==> config.mk <==
export PLATFORM = sky130hd
export DESIGN_NAME = player_bullet
export DESIGN_NICKNAME = d
export VERILOG_FILES = /design/src/rtl/player_bullet.sv
export SDC_FILE = /design/constraint.sdc
export NUM_CORES = 1
export LEC_CHECK = 0
export ABC_AREA = 1
export CAP_MARGIN = 5
export CELL_PAD_IN_SITES_DETAIL_PLACEMENT = 1
export CELL_PAD_IN_SITES_GLOBAL_PLACEMENT = 2
export CORE_MARGIN = 2
export CORE_UTILIZATION = 34
export CTS_BUF_LIST = sky130_fd_sc_hd__clkbuf_16
export CTS_CLUSTER_DIAMETER = 40
export DETAILED_ROUTE_END_ITERATION = 8
export MAX_ROUTING_LAYER = met4
export PLACE_DENSITY = 0.86
export SYNTH_ARGS = -nofsm -noshare
export SYNTH_HDL_FRONTEND = slang
export SYNTH_SLANG_ARGS = --single-unit
==> constraint.sdc <==
create_clock -name frame_clk -period 6.2 [get_ports frame_clk]
set_input_delay 1.86 -clock frame_clk [delete_from_list [all_inputs] [get_ports frame_clk]]
set_output_delay 1.86 -clock frame_clk [all_outputs]
set_load 0.01 [all_outputs]
==> src/rtl/player_bullet.sv <==
// player_bullet: player projectile with edge-triggered launch, per-frame flight, one-frame boss hit and cooldown
// Ports: frame_clk/Reset (async, active-high); menu/game_over sync abort; fire button level;
//        PlayerX/Y/S and direction give the launch point; BossX/Y/S give the hit window;
//        bulletX/Y/S feed the boss block; bullet_active, hit_pulse and shots_fired report status.
module player_bullet #(
  parameter int SPEED       = 8,
  parameter int COOLDOWN    = 20,
  parameter int BULLET_SIZE = 2,
  parameter int OFFSCREEN_X = 700,
  parameter int LEVEL_X_MIN = 1,
  parameter int LEVEL_X_MAX = 639,
  parameter int Y_MARGIN    = 30
) (
  input  logic       frame_clk,
  input  logic       Reset,
  input  logic       menu,
  input  logic       game_over,
  input  logic       fire,
  input  logic [9:0] PlayerX,
  input  logic [9:0] PlayerY,
  input  logic [9:0] PlayerS,
  input  logic       direction,
  input  logic [9:0] BossX,
  input  logic [9:0] BossY,
  input  logic [9:0] BossS,
  output logic [9:0] bulletX,
  output logic [9:0] bulletY,
  output logic [9:0] bulletS,
  output logic       bullet_active,
  output logic       hit_pulse,
  output logic [7:0] shots_fired
);
  localparam int CW = $clog2(COOLDOWN + 1);
  localparam logic signed [11:0] SPD  = 12'(SPEED);
  localparam logic signed [11:0] XMIN = 12'(LEVEL_X_MIN);
  localparam logic signed [11:0] XMAX = 12'(LEVEL_X_MAX);
  localparam logic signed [11:0] YM   = 12'(Y_MARGIN);
  localparam logic [9:0] OFF_X = 10'(OFFSCREEN_X);
  typedef enum logic [1:0] {S_IDLE, S_FLY, S_HIT, S_COOL} state_t;
  state_t state, state_n;
  logic [9:0] x_n, y_n;
  logic [7:0] shots_n;
  logic [CW-1:0] cd_cnt, cd_n;
  logic fire_q, dir_q, dir_n, launch_req, abort;
  logic launch_hit, fly_hit, launch_oob, fly_oob;
  // 12-bit signed copies keep PlayerX+PlayerS and edge-crossing steps from wrapping
  logic signed [11:0] px, ps, py, bx, by, bs, cur_x, cur_y, launch_x, fly_x;
  function automatic logic in_window(input logic signed [11:0] x, y, cx, cy, s);
    return (x - cx <= s) && (cx - x <= s) && (y >= cy - s - YM) && (y <= cy + s + YM);
  endfunction
  assign px = {2'b00, PlayerX};
  assign ps = {2'b00, PlayerS};
  assign py = {2'b00, PlayerY};
  assign bx = {2'b00, BossX};
  assign by = {2'b00, BossY};
  assign bs = {2'b00, BossS};
  assign cur_x = {2'b00, bulletX};
  assign cur_y = {2'b00, bulletY};
  assign launch_x = direction ? px + ps : px - ps;
  assign fly_x = dir_q ? cur_x + SPD : cur_x - SPD;
  assign launch_oob = launch_x < XMIN || launch_x > XMAX;
  assign fly_oob = fly_x < XMIN || fly_x > XMAX;
  assign launch_hit = in_window(launch_x, py, bx, by, bs);
  assign fly_hit = in_window(fly_x, cur_y, bx, by, bs);
  assign launch_req = fire & ~fire_q;
  assign abort = menu | game_over;
  assign bulletS = 10'(BULLET_SIZE);
  assign bullet_active = state == S_FLY || state == S_HIT;
  assign hit_pulse = state == S_HIT;
  always_comb begin
    state_n = state;
    x_n = bulletX;
    y_n = bulletY;
    cd_n = cd_cnt;
    dir_n = dir_q;
    shots_n = shots_fired;
    unique case (state)
      S_IDLE: if (launch_req) begin
        dir_n = direction;
        y_n = PlayerY;
        shots_n = shots_fired + 8'd1;
        state_n = launch_oob ? S_COOL : launch_hit ? S_HIT : S_FLY;
        x_n = launch_oob ? OFF_X : launch_x[9:0];
        cd_n = CW'(COOLDOWN - 1);
      end
      // edge exit is tested first so it wins over a same-frame overlap
      S_FLY: begin
        state_n = fly_oob ? S_COOL : fly_hit ? S_HIT : S_FLY;
        x_n = fly_oob ? OFF_X : fly_x[9:0];
        cd_n = CW'(COOLDOWN - 1);
      end
      S_HIT: begin
        state_n = S_COOL;
        x_n = OFF_X;
        cd_n = CW'(COOLDOWN - 1);
      end
      default: begin
        state_n = cd_cnt == '0 ? S_IDLE : S_COOL;
        cd_n = cd_cnt == '0 ? cd_cnt : cd_cnt - CW'(1);
      end
    endcase
    if (abort) begin
      state_n = S_IDLE;
      x_n = OFF_X;
      y_n = '0;
      cd_n = '0;
      dir_n = 1'b1;
      shots_n = shots_fired;
    end
  end
  always_ff @(posedge frame_clk or posedge Reset)
    if (Reset) begin
      state <= S_IDLE;
      bulletX <= OFF_X;
      bulletY <= '0;
      cd_cnt <= '0;
      fire_q <= 1'b0;
      dir_q <= 1'b1;
      shots_fired <= '0;
    end else begin
      state <= state_n;
      bulletX <= x_n;
      bulletY <= y_n;
      cd_cnt <= cd_n;
      fire_q <= fire & ~abort;
      dir_q <= dir_n;
      shots_fired <= shots_n;
    end
endmodule
==> results of run 1 <==
state kept, by name, summed over array words and instances (netlist names):
signal,flops
bulletX,10
bulletY,10
shots_fired,8
cd_cnt,5
state,2
dir_q,1
fire_q,1
stage by stage:
| stage | instances | power (mW) |
|---|---|---|
| floorplan | 1287 | 1.72 |
| CTS | 1761 | 2.69 |
| detailed placement | 1753 | 2.43 |
| global placement | 1753 | 2.37 |
| global route | 1762 | 3.04 |
| finish | 1762 | 2.72 |
layout make-up:
class | instances | area [um2]
clock buffer | 5 | 125
clock inverter | 3 | 12.5
fill | 3146 | 13700
inverter | 210 | 791
multi-input combinational | 1009 | 6710
sequential | 37 | 935
tap | 324 | 405
timing repair buffer | 174 | 1550
power by group through the flow:
stage	sequential, mW	combinational [mW]	clock, mW
after floorplan	0.351	1.37	0
after global placement	0.358	2.01	0
after detailed placement	0.360	2.07	0
after CTS	0.356	2.08	0.250
after global routing	0.363	2.41	0.263
final	0.356	2.12	0.245
worst paths after layout:
| kind | to | cells past startpoint |
|---|---|---|
| worst max-delay path | state[0] | 30 |
| worst min-delay path | shots_fired[7] | 1 |
| worst max register to register | state[0] | 28 |
| worst min register to register | shots_fired[7] | 1 |
| max in group asynchronous | bulletX[9] | 3 |
| min in group asynchronous | cd_cnt[1] | 3 |
worst reg2reg max path, delay by kind of cell (launching register included):
| kind | cells | cell delay, ns |
|---|---|---|
| and+or+nand+nor | 16 | 1.71 |
| buffers and inverters | 4 | 0.38 |
| AOI/OAI and AO/OA | 4 | 0.61 |
| DFF | 1 | 0.66 |
| xor gates and xnor gates | 2 | 0.43 |
| adders and majority gates | 2 | 0.78 |
timing repair:
item	4_1_cts	5_1_grt
resized for setup	0	57
hold buffers	0	0
endpoints found under the setup margin	0	2
setup buffers	0	1
metal layers:
metal	vias up	wire length [um]	GRT usage (%)
li1	4464	-	-
met2	110	14800	42.5
met1	4142	12600	27.0
met4	0	361	3.37
met5	-	0	-
met3	26	759	1.76
kinds of logic (layout without fill, tap and decap cells):
group                      count (synthesis)  count (layout)  synth area share, %
adders and majority gates                183             183                 28.1
AOI/OAI and AO/OA                        206             206                 14.1
other                                      2              10               0.0898
and+or+nand+nor                          550             550                 28.3
buffers and inverters                    241             392                 11.7
xor gates and xnor gates                  60              60                 6.55
DFF                                       37              37                 11.2
layout by cell type, fill, tap and decap left out, types with 11 or more instances in the layout:
cell type	instances
xnor2_1	14
xor2_1	42
o21ai_1	11
clkdlybuf4s50_1	93
nand4_1	27
nor3_1	21
nor2_2	11
buf_4	79
inv_1	193
nand3_1	69
dfrtp_1	30
nor2_1	101
nand2_1	279
ha_1	164
inv_2	15
o21ai_0	45
a21oi_1	95
nand2_2	17
==> summary.txt, run 1 <==
Outcome
  – Status: finished clean

Global route
  – Grt ovf: 0
  – Vias in the first global route: 9330
  – Pin count of the biggest net entering global routing: 38
  – Initial antenna violation count: 0
  – Tot GR Track Use: 22.7%
  – First-pass GRT wire length: 46.4 mm

Timing
  – WHS: 0.467 ns
  – Fmax: 0.168 GHz
  – Fin worst setup slack: 0.264 ns
  – Slew @ Worst Pin: 1.08 ns
  – Final Critical Period: 5.94 ns
  – Fin. Hold Viols: 0
  – Slew margin rel.: 27.6%
  – Final TNS setup: 0 ns
  – Final setup vio count: 0
  – Final Slew Violations: 0
  – Clock skew: 0.00453 ns
  – Period utilization: 95.7%

Logic synthesis
  – Top post-synthesis cells by area: ha_1 (26%), nand2_1 (13%), dfrtp_1 (9.0%)
  – Async set-reset flop share out of synthesis: 100%
  – Synth top area share: 26.2%
  – Count leader, synth: nand2_1
  – Ys Warns: 0
  – EDFF count, synth: 0
  – Main synth FF type: dfrtp_1
  – Number of synthesized register bits: 37
  – Mapped Area: 8360 um2
  – Top post-synthesis cells by count: nand2_1 (287), inv_1 (195), ha_1 (175), nor2_1 (106), a21oi_1 (100)
  – Sequential area share after synthesis: 11.2%
  – Post-synth top area cell: ha_1
  – Library cells used by synthesis: 53
  – Cell count after synthesis: 1279
  – Syn avg cell area: 6.54 um2

Setup path
  – Slowest stage delay, CP: 0.49 ns
  – Worst path most repeated cell: nand2_1
  – Type of the worst setup path: in2reg
  – Worst path buffer plus inverter count: 5
  – Reg2reg setup slack: 1.51 ns
  – Crit path from: PlayerX[0]
  – CP Capture Type: register
  – Slowest cell on crit path: clkdlybuf4s50_1
  – Worst EP required: 6.37 ns
  – Worst path arrival time: 6.11 ns
  – Crit Reg-Reg Startpoint: bulletX[3]
  – Top delay family on crit path: adder cells
  – Crit path launch type: input port
  – Critical path peak fanout: 5

Floorplan
  – Die height: 161 um
  – CORE AREA: 24200 um2
  – Die footprint: 25900 um2
  – I/O pin total: 106
  – # rows: 57
  – Starting Density: 34.5%
  – Die span in x: 161 um

Power and ir drop
  – Internal power: 1.31 mW
  – Sequential power share: 13.1%
  – Power per cell area: 258 nW/um2
  – Sw frac: 52.0%
  – Combinational Power Share: 77.9%
  – Leak: 5.57 nW
  – Clock Power Share: 9.0%
  – Worst VDD drop: 0.101 mV
  – Psw: 1.41 mW

Clock network
  – CTS sink count: 37
  – Clock Root Buffer: clkbuf_16
  – CTS tree: built
  – Longest Clk Path Bufs: 2
  – TritonCTS Buffers: 5
  – H-tree levels: 2
  – Worst-skew pair later-pin latency: 0.28 ns
  – Clock Pin Slew Worst Setup and Hold Paths: 0.06 ns

Detailed routing
  – DRT antenna net count: 0
  – Routed vias: 8742
  – Avg WL per Cell: 16.2 um
  – Vias per cell: 4.96
  – Initial drt markers: 318
  – Final Routed Wirelength: 28.5 mm
  – Remaining DRCs: 0
  – 1st-pass router iterations: 4

Layout
  – Post-layout util: 43.4%
  – Layout area overhead: 25.8%
  – Layout cells sized above 1: 13.0%
  – Nets: 1686
  – Antenna Cells: 0
  – Design area: 10500 um2

Run
  – Max_cap viols: 0

Worst hold path
  – Critical hold path startpoint: shots_fired[7]
  – Min-Delay Path Class: reg2reg

Placement
  – Cell Area, Placed: 10100 um2
  – Port Buffers: 95
  – Worst slack, placed: -0.238 ns
  – Dpl hpwl: 25.1 mm
  – Placer's final routability congestion estimate: 0.932
No activity file was read; power rests on OpenSTA's default activity.
==> inputs of run 2 (changes only) <==
- CORE_MARGIN: 2 -> 10
- GPL_TIMING_DRIVEN: default -> 0
==> run 2 against run 1 <==
Final cell count down 2.0%. Core utilization down 0.53 points. Sequential cell count unchanged. Combinational power about the same. Global-route usage down 4.3 points. Final area down 1.2%. Worst setup slack better by 0.015 ns. Critical path depth down 2. Worst hold slack better by 0.0071 ns. Count of clock-buffer cells in the layout unchanged. Sequential power down 1%. Register-to-register slack worse by 0.16 ns.
==> summary.txt, run 2 (synthesis results as in run 1) <==
Outcome
  – Status: finished clean (unchanged)

Clock network
  – # hold bufs at CTS: 0 (unchanged)
  – Clock Pin Slew Worst Setup and Hold Paths: 0.06 ns (about the same)
  – CTS sink count: 37 (unchanged)
  – H-tree levels: 2 (unchanged)
  – CTS tree: built (unchanged)
  – Worst-skew pair later-pin latency: 0.28 ns (about the same)
  – Clock Root Buffer: clkbuf_16 (unchanged)
  – TritonCTS Buffers: 5 (unchanged)
  – Longest Clk Path Bufs: 2 (unchanged)

Layout
  – Antenna Cells: 0 (unchanged)
  – Reg area: 935 um2 (unchanged)
  – Design area: 10400 um2 (was 10500 um2)
  – Area of the multi-input gates: 6830 um2 (was 6710 um2)
  – Layout cells sized above 1: 12.7% (was 13.0%)
  – Nets: 1651 (was 1686)
  – Non-Filler Instances: 1727 (was 1762)
  – Registers with the most flip-flops: bulletX x10, bulletY x10, shots_fired x8 (unchanged)
  – Post-layout util: 42.9% (was 43.4%)
  – Layout area overhead: 24.3% (was 25.8%)
  – Leading cell type in the layout, fill and taps excluded: nand2_1 (unchanged)
  – Most frequent cells in the layout: nand2_1 (274), inv_1 (188), ha_1 (164), nor2_1 (101), clkdlybuf4s50_1 (91) (was nand2_1 (279), inv_1 (193), ha_1 (164), nor2_1 (101), a21oi_1 (95))
  – Fillers: 3164 (was 3146)

Detailed routing
  – Vias per cell: 4.95 (was 4.96)
  – DRT antenna net count: 0 (unchanged)
  – Initial drt markers: 353 (was 318)
  – Routed vias: 8552 (was 8742)
  – Final Routed Wirelength: 28.4 mm (was 28.5 mm)
  – Avg WL per Cell: 16.4 um (was 16.2 um)
  – 1st-pass router iterations: 4 (unchanged)
  – Remaining DRCs: 0 (unchanged)

Setup path
  – Worst reg2reg path endpoint: state[0] (unchanged)
  – Critical path peak fanout: 6 (was 5)
  – Type of the worst setup path: in2reg (unchanged)
  – Worst path arrival time: 6.09 ns (was 6.11 ns)
  – Crit Reg-Reg Startpoint: bulletX[3] (unchanged)
  – Crit path launch type: input port (unchanged)
  – Worst EP required: 6.37 ns (about the same)
  – Worst-case reg-to-reg path depth: 29 (was 28)
  – Reg2reg setup slack: 1.35 ns (was 1.51 ns)
  – CP Capture Type: register (unchanged)
  – End point of the critical path: state[0] (unchanged)
  – Crit path from: PlayerX[1] (was PlayerX[0])

Power and ir drop
  – Power per cell area: 264 nW/um2 (was 258 nW/um2)
  – Internal power: 1.31 mW (about the same)
  – Psw: 1.43 mW (was 1.41 mW)
  – Leak: 5.45 nW (was 5.57 nW)
  – Clock Power Share: 11.0% (was 9.0%)
  – Tot Pwr: 2.75 mW (was 2.72 mW)
  – Sequential power share: 12.8% (was 13.1%)
  – Combinational Power Share: 76.2% (was 77.9%)
  – Sw frac: 52.2% (was 52.0%)
  – Worst VDD drop: 0.107 mV (was 0.101 mV)

Placement
  – Placer's final routability congestion estimate: 0.879 (was 0.932)
  – Worst slack, placed: -0.963 ns (was -0.238 ns)
  – # placed instances: 1706 (was 1753)
  – Dpl hpwl: 24.4 mm (was 25.1 mm)
  – Cell Area, Placed: 9750 um2 (was 10100 um2)
  – Port Buffers: 95 (unchanged)

Timing
  – Fmax: 0.169 GHz (was 0.168 GHz)
  – Slew margin rel.: 43.9% (was 27.6%)
  – Clock skew: 0.00575 ns (was 0.00453 ns)
  – Final Slew Violations: 0 (unchanged)
  – Fin worst setup slack: 0.278 ns (was 0.264 ns)
  – Final setup vio count: 0 (unchanged)
  – Period utilization: 95.5% (was 95.7%)
  – Fin. Hold Viols: 0 (unchanged)
  – Slew @ Worst Pin: 0.840 ns (was 1.08 ns)
  – Final Critical Period: 5.92 ns (was 5.94 ns)

Floorplan
  – # rows: 57 (unchanged)
  – Die height: 177 um (was 161 um)
  – Starting Density: 34.5% (unchanged)
  – Die footprint: 31300 um2 (was 25900 um2)
  – I/O pin total: 106 (unchanged)
  – Die span in x: 177 um (was 161 um)
  – CORE AREA: 24200 um2 (unchanged)

Global route
  – Tot GR Track Use: 18.4% (was 22.7%)
  – Initial antenna violation count: 0 (unchanged)
  – Grt ovf: 0 (unchanged)
  – First-pass GRT wire length: 46.1 mm (was 46.4 mm)
  – Pin count of the biggest net entering global routing: 38 (unchanged)
  – Vias in the first global route: 9089 (was 9330)

Worst hold path
  – Min-Delay Path Class: reg2reg (unchanged)

Run
  – Max_cap viols: 0 (unchanged)
run 2: repair_timing:
item | 4_1_cts | 5_1_grt
setup buffers | 4 | 13
endpoints found under the setup margin | 2 | 2
pin swaps | 4 | 20
gates cloned | 0 | 0
gates resized for setup | 29 | 68
run 2: final cells by class:
class	instances	area share (%)
Buffer	27	1.67
Sequential cell	37	8.99
Timing Repair Buffer	112	10.5
Inverter	210	7.61
Clock inverter	3	0.445
Clock buffer	5	1.20
Multi-Input combinational cell	1009	65.7
Tap cell	324	3.90
run 2: routing by layer:
layer	share of wire [%]	vias to the layer above	track usage [%]	routed length, um
li1	-	4385	-	-
met1	44	4038	21.9	12600
met2	52	113	33.7	14700
met3	3.0	16	1.94	844
met4	0.81	0	1.72	231
met5	0	-	-	0
run 2: worst min-delay path by stage:
stage	startpoint	to	slack (ns)	cells past startpoint
after global placement	shots_fired[7]	shots_fired[7]	0.47	1
after global routing	shots_fired[6]	shots_fired[6]	0.52	1
after detailed placement	shots_fired[7]	shots_fired[7]	0.47	1
after floorplan	cd_cnt[4]	cd_cnt[4]	0.50	1
final	shots_fired[7]	shots_fired[7]	0.47	1
after CTS	shots_fired[7]	shots_fired[7]	0.49	1
run 2: critical path, stage by stage:
cell             delay [ns]
clkdlybuf4s50_1        0.52
inv_2                  0.08
fa_2                   0.42
o21ai_2                0.19
xor2_2                 0.26
ha_2                   0.39
nand2_2                0.12
nor2_1                 0.07
a211oi_2               0.27
buf_4                  0.18
nor3_2                 0.04
nor2_1                 0.12
xor2_1                 0.21
ha_1                   0.28
inv_1                  0.09
nor3_2                 0.05
nand2_1                0.06
o311ai_1               0.09
nand2_1                0.07
nand2_1                0.06
o21ai_2                0.09
nand3_1                0.13
nand2_2                0.13
nand3_1                0.09
nand2_1                0.07
nand2_1                0.05
nand2_1                0.06
nand2_1                0.05
run 2: metrics by stage:
step	TNS, ns	hold slack (ns)
6_report	0	0.474
5_1_grt	-0.0315	0.522
4_1_cts	-0.0146	0.486
3_5_place_dp	-1.92	0.474
3_3_place_gp	-1.83	0.471
2_1_floorplan	0	0.497
run 2: power by group through the flow:
| stage | Clock [mW] | Sequential [mW] | Combinational, mW |
|---|---|---|---|
| after floorplan | 0 | 0.351 | 1.37 |
| after global placement | 0 | 0.354 | 1.92 |
| after detailed placement | 0 | 0.355 | 1.97 |
| after CTS | 0.306 | 0.351 | 2.03 |
| after global routing | 0.318 | 0.359 | 2.40 |
| final | 0.303 | 0.351 | 2.09 |
==> RTL edit 1: new RTL, flow settings as in run 2 <==
Re-encode `state_t` (4 states) as Gray code, 2 bits wide.
--- a/src/rtl/player_bullet.sv
+++ b/src/rtl/player_bullet.sv
@@ -36,7 +36,7 @@
   localparam logic signed [11:0] XMAX = 12'(LEVEL_X_MAX);
   localparam logic signed [11:0] YM   = 12'(Y_MARGIN);
   localparam logic [9:0] OFF_X = 10'(OFFSCREEN_X);
-  typedef enum logic [1:0] {S_IDLE, S_FLY, S_HIT, S_COOL} state_t;
+  typedef enum logic [1:0] {S_IDLE = 2'b00, S_FLY = 2'b01, S_HIT = 2'b11, S_COOL = 2'b10} state_t;
   state_t state, state_n;
   logic [9:0] x_n, y_n;
   logic [7:0] shots_n;
Function: same outputs for any inputs over 4 cycles, from zero or initial values and one cycle with Reset high; so few cycles prove little.
==> RTL edit 1 against run 2 <==
- utilization is 1.4 points lower
- wire length is 2.0% lower
- power is 27% lower
- worst setup slack worse by 0.016 ns
- area after synthesis is 0.12% lower
- design area is 3.2% lower
- critical path type unchanged
- sequential cell count stayed put
- register-to-register slack better by 0.26 ns
- largest cell class unchanged
==> RTL edit 1: results (changes against run 2) <==
Clock-cell share of area: 0.01381 (-0.002682)
Top cells by count, synth: nand2_1 (267), inv_1 (175), ha_1 (172)
FF-to-FF path depth: 30 (+3.4%)
Wire length on met2: 14.43 mm (-1.7%)
Global placer's final weighted congestion: 0.8734 (-0.61%)
Gate Count Post-Synth: 1,240 (-3.0%)
DR iter-0 viols: 289 (-18%)
Top cells by area, synth: ha_1 (26%), nand2_1 (12%), dfrtp_1 (9.0%)
Multiplexer share of the synthesized area: 0 (unchanged)
Hold Crit Depth: 1 (unchanged)
Multi-input logic area: 6618 um^2 (-3.1%)
Register area share after synthesis: 0.1119 (+0.0001339)
Avg WL per Cell: 16.58 um (+0.87%)
CP Launch Point: PlayerS[2]
Peak VDD IR: 88.77 uV (-17%)
GRT met1 Usage: 0.2031 (-0.01553)
Outcome: complete, no violations
Fill cell count: 3,137 (-0.85%)
Final nets: 1,599 (-3.1%)
Slew @ Worst Pin: 0.9094 ns (+0.06941 ns)
Non-clk invs: 194 (-7.6%)
Skew final: 0.01253 ns (+0.006785 ns)
Overall Global Routing Usage: 0.1779 (-0.005859)
Clock group power: 262 uW (-14%)
Layout cells sized above 1: 0.09897 (-0.02790)
Adder-cell area share of the yosys netlist: 0.2768 (-0.004156)
Dpl ws: -0.8821 ns (+0.08045 ns)
P_int: 993.8 uW (-24%)
Seq pwr: 303 uW (-14%)
Buffering overhead: 0.1217 (+0.0002081)
Seq_cells: 37 (unchanged)
GRT met2 Usage: 0.3270 (-0.01011)
Seq area share: 0.09292 (+0.003009)
Synth Area in XOR/XNOR: 0.06575 (+0.0002283)
Vias in the first global route: 8,833 (-2.8%)
Met1 WL: 12.18 mm (-3.5%)
R2r endpoint: state[1]
Via/cell ratio: 4.974 (+0.44%)
Pre-antenna DRT Iters: 5 (+1)
HPWL Detailed: 24.09 mm (-1.4%)
Crit path DAT: 6.15 ns (+0.06 ns)
DP Cell Count: 1,667 (-2.3%)
Post-DP Area: 9741 um^2 (-0.10%)
Met3 WL: 567 um (-33%)
First-pass GRT wire length: 44.28 mm (-4.0%)
Largest stage delay on the critical path: 0.49 ns (-0.03 ns)
Pleak: 5.254 nW (-3.5%)
Worst-path maximum fanout: 8 (+2)
Plain + repair buffers: 133 (-4.3%)
Met3 GRT Util: 0.01280 (-0.006614)
Area share of the largest cell type after synthesis: 0.2576 (-0.004179)
Synth Area in Compound Gates: 0.1468 (+0.005561)
Reg2Reg Setup Slack: 1.61 ns (+0.26 ns)
RTL edit 1: cell types whose count changed after synthesis, moves of 4 or more:
cell	before	now
a21oi_1	100	94
clkbuf_1	9	13
inv_1	195	175
nand2_1	287	267
nand2_4	0	4
nor2_1	106	88
nor2_4	1	5
o21ai_0	50	41
o21ai_1	8	17
RTL edit 1: logic make-up (layout without fill, tap and decap cells):
logic type / after synthesis / after routing
xor+xnor: 61 / 61
buf+inv: 229 / 335
simple gates: 522 / 522
other cells: 2 / 10
fa+ha+maj: 180 / 180
compound gates: 209 / 209
flops: 37 / 37
RTL edit 1: repair_timing:
| item | in CTS | in global routing |
|---|---|---|
| resized for setup | 19 | 22 |
| cloned | 0 | 0 |
| buffers inserted | 1 | 5 |
| pin swaps | 4 | 4 |
| endpoints found under the setup margin | 1 | 1 |
==> RTL edit 2: new RTL, settings of run 2 <==
Without the edit above. Change the parameter `COOLDOWN` from 20 to 30.
--- a/src/rtl/player_bullet.sv
+++ b/src/rtl/player_bullet.sv
@@ -4,7 +4,7 @@
 //        bulletX/Y/S feed the boss block; bullet_active, hit_pulse and shots_fired report status.
 module player_bullet #(
   parameter int SPEED       = 8,
-  parameter int COOLDOWN    = 20,
+  parameter int COOLDOWN    = 30,
   parameter int BULLET_SIZE = 2,
   parameter int OFFSCREEN_X = 700,
   parameter int LEVEL_X_MIN = 1,
Function: same outputs for any inputs over 4 cycles, from zero or initial values and one cycle with Reset high; that may be too few to reach the edited logic, so the function may still have changed.
==> RTL edit 2 against run 2 <==
- worst setup slack lost 0.055 ns
- power decreased by 9.7%
- maximum frequency shrank 0.92%
- sequential power decreased by 5%
- wire length down 4.7%
- design area down 3.8%
- sequential cell count unchanged
- global-route usage is 0.49 points lower
- clock skew barely moved
- area after synthesis decreased by 2.9%
- final cell count is 5.7% lower
- critical endpoint unchanged
==> RTL edit 2: results (changes against run 2) <==
Outcome: complete, no violations
Largest stage delay on the critical path: 0.48 ns (-0.04 ns)
Period utilization: 0.9639 (+0.008846)
Via/cell ratio: 5.034 (+1.7%)
HPWL Detailed: 23.33 mm (-4.5%)
First-pass GRT wire length: 43.75 mm (-5.2%)
Top cells by count, synth: nand2_1 (232), inv_1 (188), ha_1 (175)
Seq area share: 0.09348 (+0.003567)
Total power after layout: 2.482 mW (-9.7%)
DR iter-0 viols: 398 (+13%)
Skew final: 0.005411 ns (-0.0003343 ns)
Overall Global Routing Usage: 0.1788 (-0.004920)
Clock-cell share of area: 0.01714 (+0.0006542)
Pleak: 5.166 nW (-5.2%)
P_int: 1.216 mW (-7.5%)
Synth Area in Compound Gates: 0.1616 (+0.02037)
GRT met1 Usage: 0.2143 (-0.004323)
Register area share after synthesis: 0.1151 (+0.003322)
#MultiIn Comb: 931 (-7.7%)
Clock power share: 0.123 (+0.013)
Synth Area in XOR/XNOR: 0.07810 (+0.01258)
Met3 GRT Util: 0.01712 (-0.002297)
Met1 WL: 12.25 mm (-2.9%)
Adder-cell area share of the yosys netlist: 0.2893 (+0.008352)
Wire length on met2: 13.77 mm (-6.2%)
Peak VDD IR: 101.7 uV (-4.9%)
[RTL edit 2: cell types whose count changed after synthesis, moves of 4 or more]
cell / run 2 / this run
nand2_1: 287 / 232
nor2_1: 106 / 83
nand3_1: 72 / 54
a21oi_1: 100 / 85
a31oi_1: 5 / 15
o21ai_1: 8 / 18
inv_1: 195 / 188
nor3_1: 24 / 18
o21ai_0: 50 / 55
nand2_2: 9 / 5
xnor2_1: 14 / 18
xor2_1: 43 / 47
[RTL edit 2: repair_timing]
| action | in CTS | in global routing |
|---|---|---|
| cloned | 0 | 0 |
| gates resized for setup | 34 | 42 |
| pin swaps | 14 | 18 |
| setup buffers | 8 | 2 |
| endpoints found under the hold margin | 0 | 0 |
| endpoints found under the setup margin | 2 | 2 |
[RTL edit 2: worst max-delay path, delay by kind of cell]
kind | cells | cell delay, ns
AOI/OAI and AO/OA | 6 | 0.72
xor gates and xnor gates | 2 | 0.44
adders and majority gates | 3 | 0.89
buffers and inverters | 5 | 0.83
and+or+nand+nor | 15 | 1.43
